## config.mk

```make
export PLATFORM = sky130hd
export DESIGN_NAME = alu_cmd_frame_parser
export DESIGN_NICKNAME = d
export VERILOG_FILES = /design/src/rtl/alu_cmd_pkg.sv /design/src/rtl/frame_gap_timer.sv /design/src/rtl/alu_cmd_frame_parser.sv
export SDC_FILE = /design/constraint.sdc
export NUM_CORES = 1
export LEC_CHECK = 0
export BUFFER_PORTS_ARGS = -buffer_cell sky130_fd_sc_hd__buf_2
export CORE_ASPECT_RATIO = 1.5
export CORE_UTILIZATION = 52
export DETAILED_ROUTE_END_ITERATION = 16
export HOLD_SLACK_MARGIN = 0.02
export PLACE_DENSITY = 0.78
export SLEW_MARGIN = 5
export SYNTH_ARGS = -nofsm -noshare
export SYNTH_HDL_FRONTEND = slang
export SYNTH_SLANG_ARGS = --single-unit
```

## constraint.sdc

```tcl
create_clock -name Clk -period 2.3 [get_ports Clk]
set_input_delay 0 -clock Clk [delete_from_list [all_inputs] [get_ports Clk]]
set_output_delay 0 -clock Clk [all_outputs]
set_load 0.02 [all_outputs]
```

## src/rtl/alu_cmd_pkg.sv

```systemverilog
// Shared definitions for the ALU command path: frame parser state encoding,
// header tag default and ALU function codes.
package alu_cmd_pkg;

  typedef enum logic [1:0] {
    StIdle  = 2'd0,
    StGetA  = 2'd1,
    StGetB  = 2'd2,
    StIssue = 2'd3
  } frame_state_e;

  localparam logic [3:0] CMD_TAG_DEF = 4'hA;
  // Highest function code the ALU implements.
  localparam logic [3:0] FUN_MAX     = 4'b1110;

  localparam logic [3:0] FUN_ADD     = 4'd0;
  localparam logic [3:0] FUN_SFTL    = 4'd14;

endpackage

```

## src/rtl/frame_gap_timer.sv

```systemverilog
// Inter-byte gap counter: counts while enabled, flags timeout at TIMEOUT_CYC-1.
module frame_gap_timer #(
  parameter int unsigned TIMEOUT_CYC = 1024
) (
  input  logic clk,
  input  logic rst_n,
  input  logic clear,
  input  logic enable,
  output logic timeout
);

  localparam int unsigned CntW    = (TIMEOUT_CYC > 2) ? $clog2(TIMEOUT_CYC) : 1;
  localparam logic [CntW-1:0] CntLast = CntW'(TIMEOUT_CYC - 1);

  logic [CntW-1:0] cnt_q;

  always_ff @(posedge clk) begin
    if (!rst_n) begin
      cnt_q <= '0;
    end else if (clear) begin
      cnt_q <= '0;
    end else if (enable && (cnt_q != CntLast)) begin
      cnt_q <= cnt_q + CntW'(1);
    end
  end

  assign timeout = enable && (cnt_q == CntLast);

endmodule

```

## src/rtl/alu_cmd_frame_parser.sv

```systemverilog
// Assembles {tag,fun}/OpA/OpB byte frames into an ALU command and strobes Enable.
// Build option ALU_CMD_FUN_CHECK_EN rejects headers whose function code exceeds FUN_MAX.
module alu_cmd_frame_parser
  import alu_cmd_pkg::*;
#(
  parameter int unsigned DATA_W      = 8,
  parameter int unsigned ALU_OP      = 4,
  parameter logic [DATA_W-ALU_OP-1:0] CMD_TAG = (DATA_W - ALU_OP)'(CMD_TAG_DEF),
  parameter int unsigned TIMEOUT_CYC = 1024
) (
  input  logic              Clk,
  input  logic              Reset_n,
  input  logic [DATA_W-1:0] RxData,
  input  logic              RxValid,
  input  logic              RxParErr,
  input  logic              DstReady,
  output logic [ALU_OP-1:0] AluFun,
  output logic [DATA_W-1:0] OpA,
  output logic [DATA_W-1:0] OpB,
  output logic              Enable,
  output logic              FrameErr,
  output logic              Busy
);

  frame_state_e      state_q, state_d;
  logic [ALU_OP-1:0] fun_q, fun_d;
  logic [DATA_W-1:0] op_a_q, op_a_d;
  logic [DATA_W-1:0] op_b_q, op_b_d;
  logic              frame_err_q, frame_err_d;
  logic              accept;
  logic              in_get;
  logic              timeout;
  logic              tag_ok;
  logic              fun_ok;

  assign tag_ok = (RxData[DATA_W-1:ALU_OP] == CMD_TAG);
`ifdef ALU_CMD_FUN_CHECK_EN
  assign fun_ok = (RxData[ALU_OP-1:0] <= ALU_OP'(FUN_MAX));
`else
  assign fun_ok = 1'b1;
`endif

  assign in_get = (state_q == StGetA) || (state_q == StGetB);

  // Cleared outside the operand states so it always starts from zero on entry.
  frame_gap_timer #(
    .TIMEOUT_CYC(TIMEOUT_CYC)
  ) u_gap_timer (
    .clk    (Clk),
    .rst_n  (Reset_n),
    .clear  (accept || !in_get),
    .enable (in_get),
    .timeout(timeout)
  );

  always_comb begin
    state_d     = state_q;
    fun_d       = fun_q;
    op_a_d      = op_a_q;
    op_b_d      = op_b_q;
    frame_err_d = 1'b0;
    accept      = 1'b0;
    unique case (state_q)
      StIdle: begin
        if (RxValid) begin
          if (!RxParErr && tag_ok && fun_ok) begin
            fun_d   = RxData[ALU_OP-1:0];
            accept  = 1'b1;
            state_d = StGetA;
          end else begin
            frame_err_d = 1'b1;
          end
        end
      end
      StGetA, StGetB: begin
        // A byte arriving on the timeout cycle takes precedence.
        if (RxValid) begin
          if (RxParErr) begin
            frame_err_d = 1'b1;
            state_d     = StIdle;
          end else if (state_q == StGetA) begin
            op_a_d  = RxData;
            accept  = 1'b1;
            state_d = StGetB;
          end else begin
            op_b_d  = RxData;
            accept  = 1'b1;
            state_d = StIssue;
          end
        end else if (timeout) begin
          frame_err_d = 1'b1;
          state_d     = StIdle;
        end
      end
      StIssue: begin
        // Overrun byte is dropped; the pending command still goes out.
        if (RxValid) begin
          frame_err_d = 1'b1;
        end
        if (DstReady) begin
          state_d = StIdle;
        end
      end
      default: state_d = StIdle;
    endcase
  end

  always_ff @(posedge Clk) begin
    if (!Reset_n) begin
      state_q     <= StIdle;
      fun_q       <= '0;
      op_a_q      <= '0;
      op_b_q      <= '0;
      frame_err_q <= 1'b0;
    end else begin
      state_q     <= state_d;
      fun_q       <= fun_d;
      op_a_q      <= op_a_d;
      op_b_q      <= op_b_d;
      frame_err_q <= frame_err_d;
    end
  end

  assign AluFun   = fun_q;
  assign OpA      = op_a_q;
  assign OpB      = op_b_q;
  assign FrameErr = frame_err_q;
  assign Enable   = (state_q == StIssue) && DstReady;
  assign Busy     = (state_q != StIdle);

endmodule

```

# After elaboration in Yosys (flattened, before gate mapping)
# Index checks and enable logic that the tools add are counted.
[totals]
regBits = 33
out_inout_bits = 23
in_bits = 13
[classes]
bitwise_logic = 3
n_eq_ne = 10
n_addsub = 1
mux = 20
n_reduce_logical = 16
[op_table]
columns = ["cell", "count"]
rows = [
  ["$mux W2", 6],
  ["$reduce_and A4 Y1", 3],
  ["$mux W1", 11],
  ["$add A10 B1 Y10 const B", 1],
  ["$eq A10 B10 Y1 const B", 1],
  ["$ne A10 B10 Y1 const B", 1],
  ["$ne A2 B2 Y1 const B", 3],
  ["$pmux W2 S3", 1],
  ["$eq A2 B2 Y1 const B", 2],
  ["$eq A4 B4 Y1 const B", 1],
  ["$logic_and A1 B1 Y1", 4],
  ["$reduce_or A2 Y1", 2],
  ["$ne A3 B3 Y1 const B", 1],
  ["$not A1 Y1", 3],
  ["$pmux W1 S3", 1],
  ["$reduce_and A3 Y1", 1],
  ["$eq A2 B1 Y1 const B", 1],
  ["$logic_not A1 Y1", 2],
  ["$logic_not A2 Y1", 1],
  ["$logic_or A1 B1 Y1", 2],
  ["$pmux W1 S2", 1],
  ["$reduce_bool A2 Y1", 1],
]

# Longest topological paths before layout
[logic_depth]
depth_word = 7
ltp_mapped = 6
ltp_nobuf = 6

# By module
# Synthesis repeated with hierarchy kept, for this count alone.
[hier_totals]
cells_unflattened = 186
area_unflattened_um2 = 1615.3
[by_module_without_submodules]
columns = ["mod", "cells_each", "area_each_um2", "n_inst"]
rows = [
  ["alu_cmd_frame_parser", 117, 1033.5, 1],
  ["frame_gap_timer", 69, 581.8, 1],
]

# Worst setup path before layout
# Ideal clock, no wire load.
[synth_timing]
kind = "reg2reg"
start = "reg state_q[0]"
end = "reg state_q[0]"
stages_incl_launch_ff = 7
t_arrival_ps = 1515
setup_ps = 119
n_path_buf = 1
slack_ps = 666
required_ps = 2181
cell_sequence = "dfxtp_1 -> inv_1 -> ha_1 -> buf_4 -> nand3b_1 -> o21ai_0 -> o221a_1"
[synth_between]
elab_chain_cells = 5
word_cells_on_any_way = 16
[synth_lines]
columns = ["element", "line", "rtl"]
rows = [
  ["start: declaration", "alu_cmd_frame_parser.sv:25", "frame_state_e state_q, state_d;"],
  ["start signal: assignment", "alu_cmd_frame_parser.sv:110", "state_q <= StIdle;"],
  ["start signal: assignment", "alu_cmd_frame_parser.sv:116", "state_q <= state_d;"],
  ["$eq A2 B1 Y1 or $eq A2 B2 Y1 (tied branches)", "alu_cmd_frame_parser.sv:43, alu_cmd_frame_parser.sv:63, alu_cmd_frame_parser.sv:81", ""],
  ["$mux W1 or $logic_or A1 B1 Y1 (tied branches)", "alu_cmd_frame_parser.sv:81, alu_cmd_frame_parser.sv:43", ""],
  ["$mux W2 or $logic_and A1 B1 Y1 (tied branches)", "alu_cmd_frame_parser.sv:78, frame_gap_timer.sv:27", ""],
  ["$mux W2 or $ne A3 B3 Y1 (tied branches)", "--", ""],
  ["$pmux W2 S3 or $reduce_and A4 Y1 (tied branches)", "--", ""],
]
# Parallel ways exist; a longest one is shown, timed or not.
# A chain may end at the register's enable or synchronous reset.

# Final worst setup path
# Same ends and word-level chain as after synthesis.

==> results.txt <==
- CP delay by family, top: compound AO/OA/AOI/OAI gates
- Pin count of the biggest net entering global routing: 22
* Min-Delay Path Class: in -> reg
- Number of antenna-violating nets in the routed design: 0
* Cell area after synthesis: 1490 sq um
- Detailed placement ended at an HPWL of approximately 2.5 mm.
- For this run, global-route usage on met1 was measured as roughly 22%.
- After clock tree synthesis, the clock-pin slew on the worst setup and hold paths is ~0.060 ns.
- The floorplan has 23 rows.
* Maximum clock path buffer count: 2
* Maximum level of the CTS H-tree: 2
- For this block, the routed nets add up to 3.40 mm of wire.
* Endpoint required time on the critical path: between 2 and 2.5 ns
- Global-route wire length before repair: 5.58 mm
- The post-route netlist has about a quarter of its cells at a drive strength greater than 1.
* Global-route track usage on met2: between 40 and 50%
- After the first detailed-routing iteration, the DRC count stood at 10.
* Post-synth ARST share: 0%
- Fmax: between 0.5 and 0.6 GHz
- Clock root buffer: sky130_fd_sc_hd__clkbuf_8
- Count of flip-flops with a built-in enable after synthesis: 0
- The critical path goes through inv_1, ha_1, o31ai_4, o221a_2, o221a_1.
- Iteration count of the initial detailed-routing pass: 4
- The final-report hold violation count was 0.
* Number of storage elements in the synthesis netlist: 33
- The core region is approximately 2700 sq um.
* Die width: around 46 microns
- Floorplan die area: about 3100 sq um
* CTS tree: built
* Commonest register cell after synthesis: sky130_fd_sc_hd__dfxtp_1
- The Yosys step of the flow raised 0 warnings.
- Number of buffers inserted during clock tree synthesis: 5
- Using the TritonRoute via totals, the vias-per-cell ratio works out to about 5.4.
* Synth Net Count: approximately 190
* Unrepaired setup endpoints after global routing: no
* Run status: finished clean
* Number of distinct library cell variants in the gate-level netlist after synthesis: 39
- In this run the post-CTS setup repair buffer count came out at 0.
* Critical path start-end classification: reg -> reg
- Via count of the first global-routing pass: between 1k and 1.5k
- In the global route stage, overall resource usage came out at between 20 and 30%.
- The layout has 236 filler cells.
- Global routing met3 resource utilization: between 6 and 7%
- Setup violations remaining at the end of the flow were counted as 0.
- Fin Clk Skew: roughly 0.0043 ns
* Effective utilization at floorplan: a little under three fifths
* Synthesized netlist cell count: 170
* Count leader, synth: sky130_fd_sc_hd__nand2_1
* Remaining max-slew budget at the tightest pin: ~58%
* Antenna violations before repair: 0
- Of the synthesized area, sequential elements account for between 40% and 50%.
- Total of hold buffers inserted after clock tree synthesis: 9
* Post-synthesis cell type with the largest combined area: sky130_fd_sc_hd__dfxtp_1
* Synthesized area per cell: between 8 and 9 sq um
- Final period util: roughly 83%
- Measured slew at the worst slew-check pin: 0.628 ns
- Number of buffers and inverters on the critical path: 1
* Most used routing layer in global routing: met2
- For this run the aggregate overflow at the end of global routing stands at 0.
* Tmin final: 1.91 ns
* Share of the synthesized area in the top cell type: approximately 44%
* Setup TNS: 0 ns
- Type of origin of the critical path: flip-flop
- Ant diodes: 0
- Placement-stage worst setup slack: 0.398 ns
- Data arrives at the worst endpoint at 2.09 ns.
- Crit-path max cell delay: approximately 0.55 ns
* I/O pin cnt: 36
* Routability Congestion: between 0.8 and 0.9
- Most instantiated cells after synthesis: sky130_fd_sc_hd__nand2_1 (35), sky130_fd_sc_hd__dfxtp_1 (33), sky130_fd_sc_hd__a21oi_1 (21)
* Leakage: ~0.0008 uW
* Worst Slack Setup Final: between 0.3 and 0.4 ns
- Measured along the y axis, the die boundary spans 67.6 microns.
* Area growth syn-to-layout: 26.6%
* Number of pins with negative max-slew slack in the final report: 0
- Routed via count: between 1k and 1.5k
- Along the worst path, the maximum fanout reaches 13.
- Cell at the slowest stage of the critical path: sky130_fd_sc_hd__ha_1
- After detailed routing, the number of remaining DRC violations is 0.
* Final total power: about 1300 uW
- Clock tree sinks: 33
- Gates resized during post-CTS repair numbered 0.
- After detailed routing, the average wire length per cell comes to 13.4 microns.
- VDD sags by at most roughly 560 uV.
- For the worst-skew pair, the clock arrives at the later sink with an insertion delay of 0.28 ns.
* Crit end category: flip-flop
- Port Buf Inserts: 35
* Maximum capacitance violations: 0
- After synthesis, the cell types taking the most area are sky130_fd_sc_hd__dfxtp_1 (44%), sky130_fd_sc_hd__nand2_1 (8.8%), sky130_fd_sc_hd__a21oi_1 (7.0%).
* Total power density per cell area: between 600 and 700 nW/um^2
- In the final design database the tool counted around 230 nets.
==> layer usage <==
metal / share of wire, % / vias to the layer above
met5: 0 / -
met2: 57 / 29
met4: 2.4 / 0
li1: - / 684
met3: 3.5 / 8
met1: 37 / 642
==> power breakdown <==
group | leakage (uW) | total (uW) | internal (uW) | switching [uW]
registers | 0.000266 | 585 | 580 | 5.62
logic | 0.000476 | 133 | 54.7 | 78.7
clock network | 0.0000585 | 554 | 353 | 201
==> layout make-up <==
cell class                      count  area [sq um]  share of cell area, %
Clock buffer                        7          86.3                   4.57
Tap cell                           37          46.3                   2.45
Sequential cell                    33           661                   35.0
Clock inverter                      1          30.0                   1.59
Inverter                            6          22.5                   1.19
Multi-Input combinational cell    126           777                   41.2
Timing Repair Buffer               44           265                   14.0
==> per-stage QoR <==
| step | hold slack [ns] | util [%] | std cells | cell area (sq um) |
|---|---|---|---|---|
| global route | 0.0705 | 69.8 | 254 | 1890 |
| finish | 0.0624 | 69.8 | 254 | 1890 |
| global placement | 0.263 | 62.2 | 237 | 1680 |
| floorplan | 0.136 | - | 170 | 1490 |
| CTS | 0.0501 | 69.8 | 254 | 1890 |
| detailed placement | 0.270 | 62.2 | 237 | 1680 |
==> final timing paths <==
check        slack [ns]                    start                 endpoint  cells after the start
max                0.39  state_q[0]$_SDFFE_PN0P_  state_q[0]$_SDFFE_PN0P_                      5
min                0.06                  RxValid      FrameErr$_SDFF_PN0_                      3
max reg2reg        0.39  state_q[0]$_SDFFE_PN0P_  state_q[0]$_SDFFE_PN0P_                      5
min reg2reg        0.46      OpA[5]$_SDFFE_PN0P_      OpA[5]$_SDFFE_PN0P_                      2
==> tightest hold or removal path, cell delays in order <==
cell	delay [ns]
sky130_fd_sc_hd__buf_2	0.14
sky130_fd_sc_hd__o21ai_0	0.08
sky130_fd_sc_hd__a211oi_1	0.08
==> sequential cells by signal (all words and copies together), names as in the netlist <==
signal and flops:
AluFun 4, FrameErr 1, OpA 8, OpB 8, state_q 2, u_gap_timer.cnt_q 10
==> placed cells by master, fill, tap and decap left out, types with 2 or more instances in the layout <==
| cell type | count |
|---|---|
| sky130_fd_sc_hd__clkbuf_8 | 6 |
| sky130_fd_sc_hd__nand3b_1 | 2 |
| sky130_fd_sc_hd__xor2_1 | 4 |
| sky130_fd_sc_hd__a21oi_1 | 21 |
| sky130_fd_sc_hd__nor2_1 | 10 |
| sky130_fd_sc_hd__and2_1 | 2 |
| sky130_fd_sc_hd__and3_1 | 2 |
| sky130_fd_sc_hd__buf_2 | 35 |
| sky130_fd_sc_hd__o21ai_0 | 7 |
| sky130_fd_sc_hd__or3_1 | 4 |
| sky130_fd_sc_hd__ha_1 | 5 |
| sky130_fd_sc_hd__nand3_1 | 4 |
| sky130_fd_sc_hd__dlygate4sd3_1 | 9 |
| sky130_fd_sc_hd__and4_1 | 2 |
| sky130_fd_sc_hd__inv_1 | 6 |
| sky130_fd_sc_hd__dfxtp_1 | 33 |
| sky130_fd_sc_hd__mux2i_1 | 7 |
| sky130_fd_sc_hd__nand2_1 | 35 |
| sky130_fd_sc_hd__nand4_1 | 2 |
==> cell families after synthesis <==
logic type / share of synthesized area (%)
muxes: 4.70
DFF: 44.3
AOI/OAI and AO/OA: 15.9
buffers and inverters: 3.61
xor gates and xnor gates: 2.35
adders and majority gates: 4.19
and+or+nand+nor: 25.0
No activity file was read; power rests on OpenSTA's default activity.
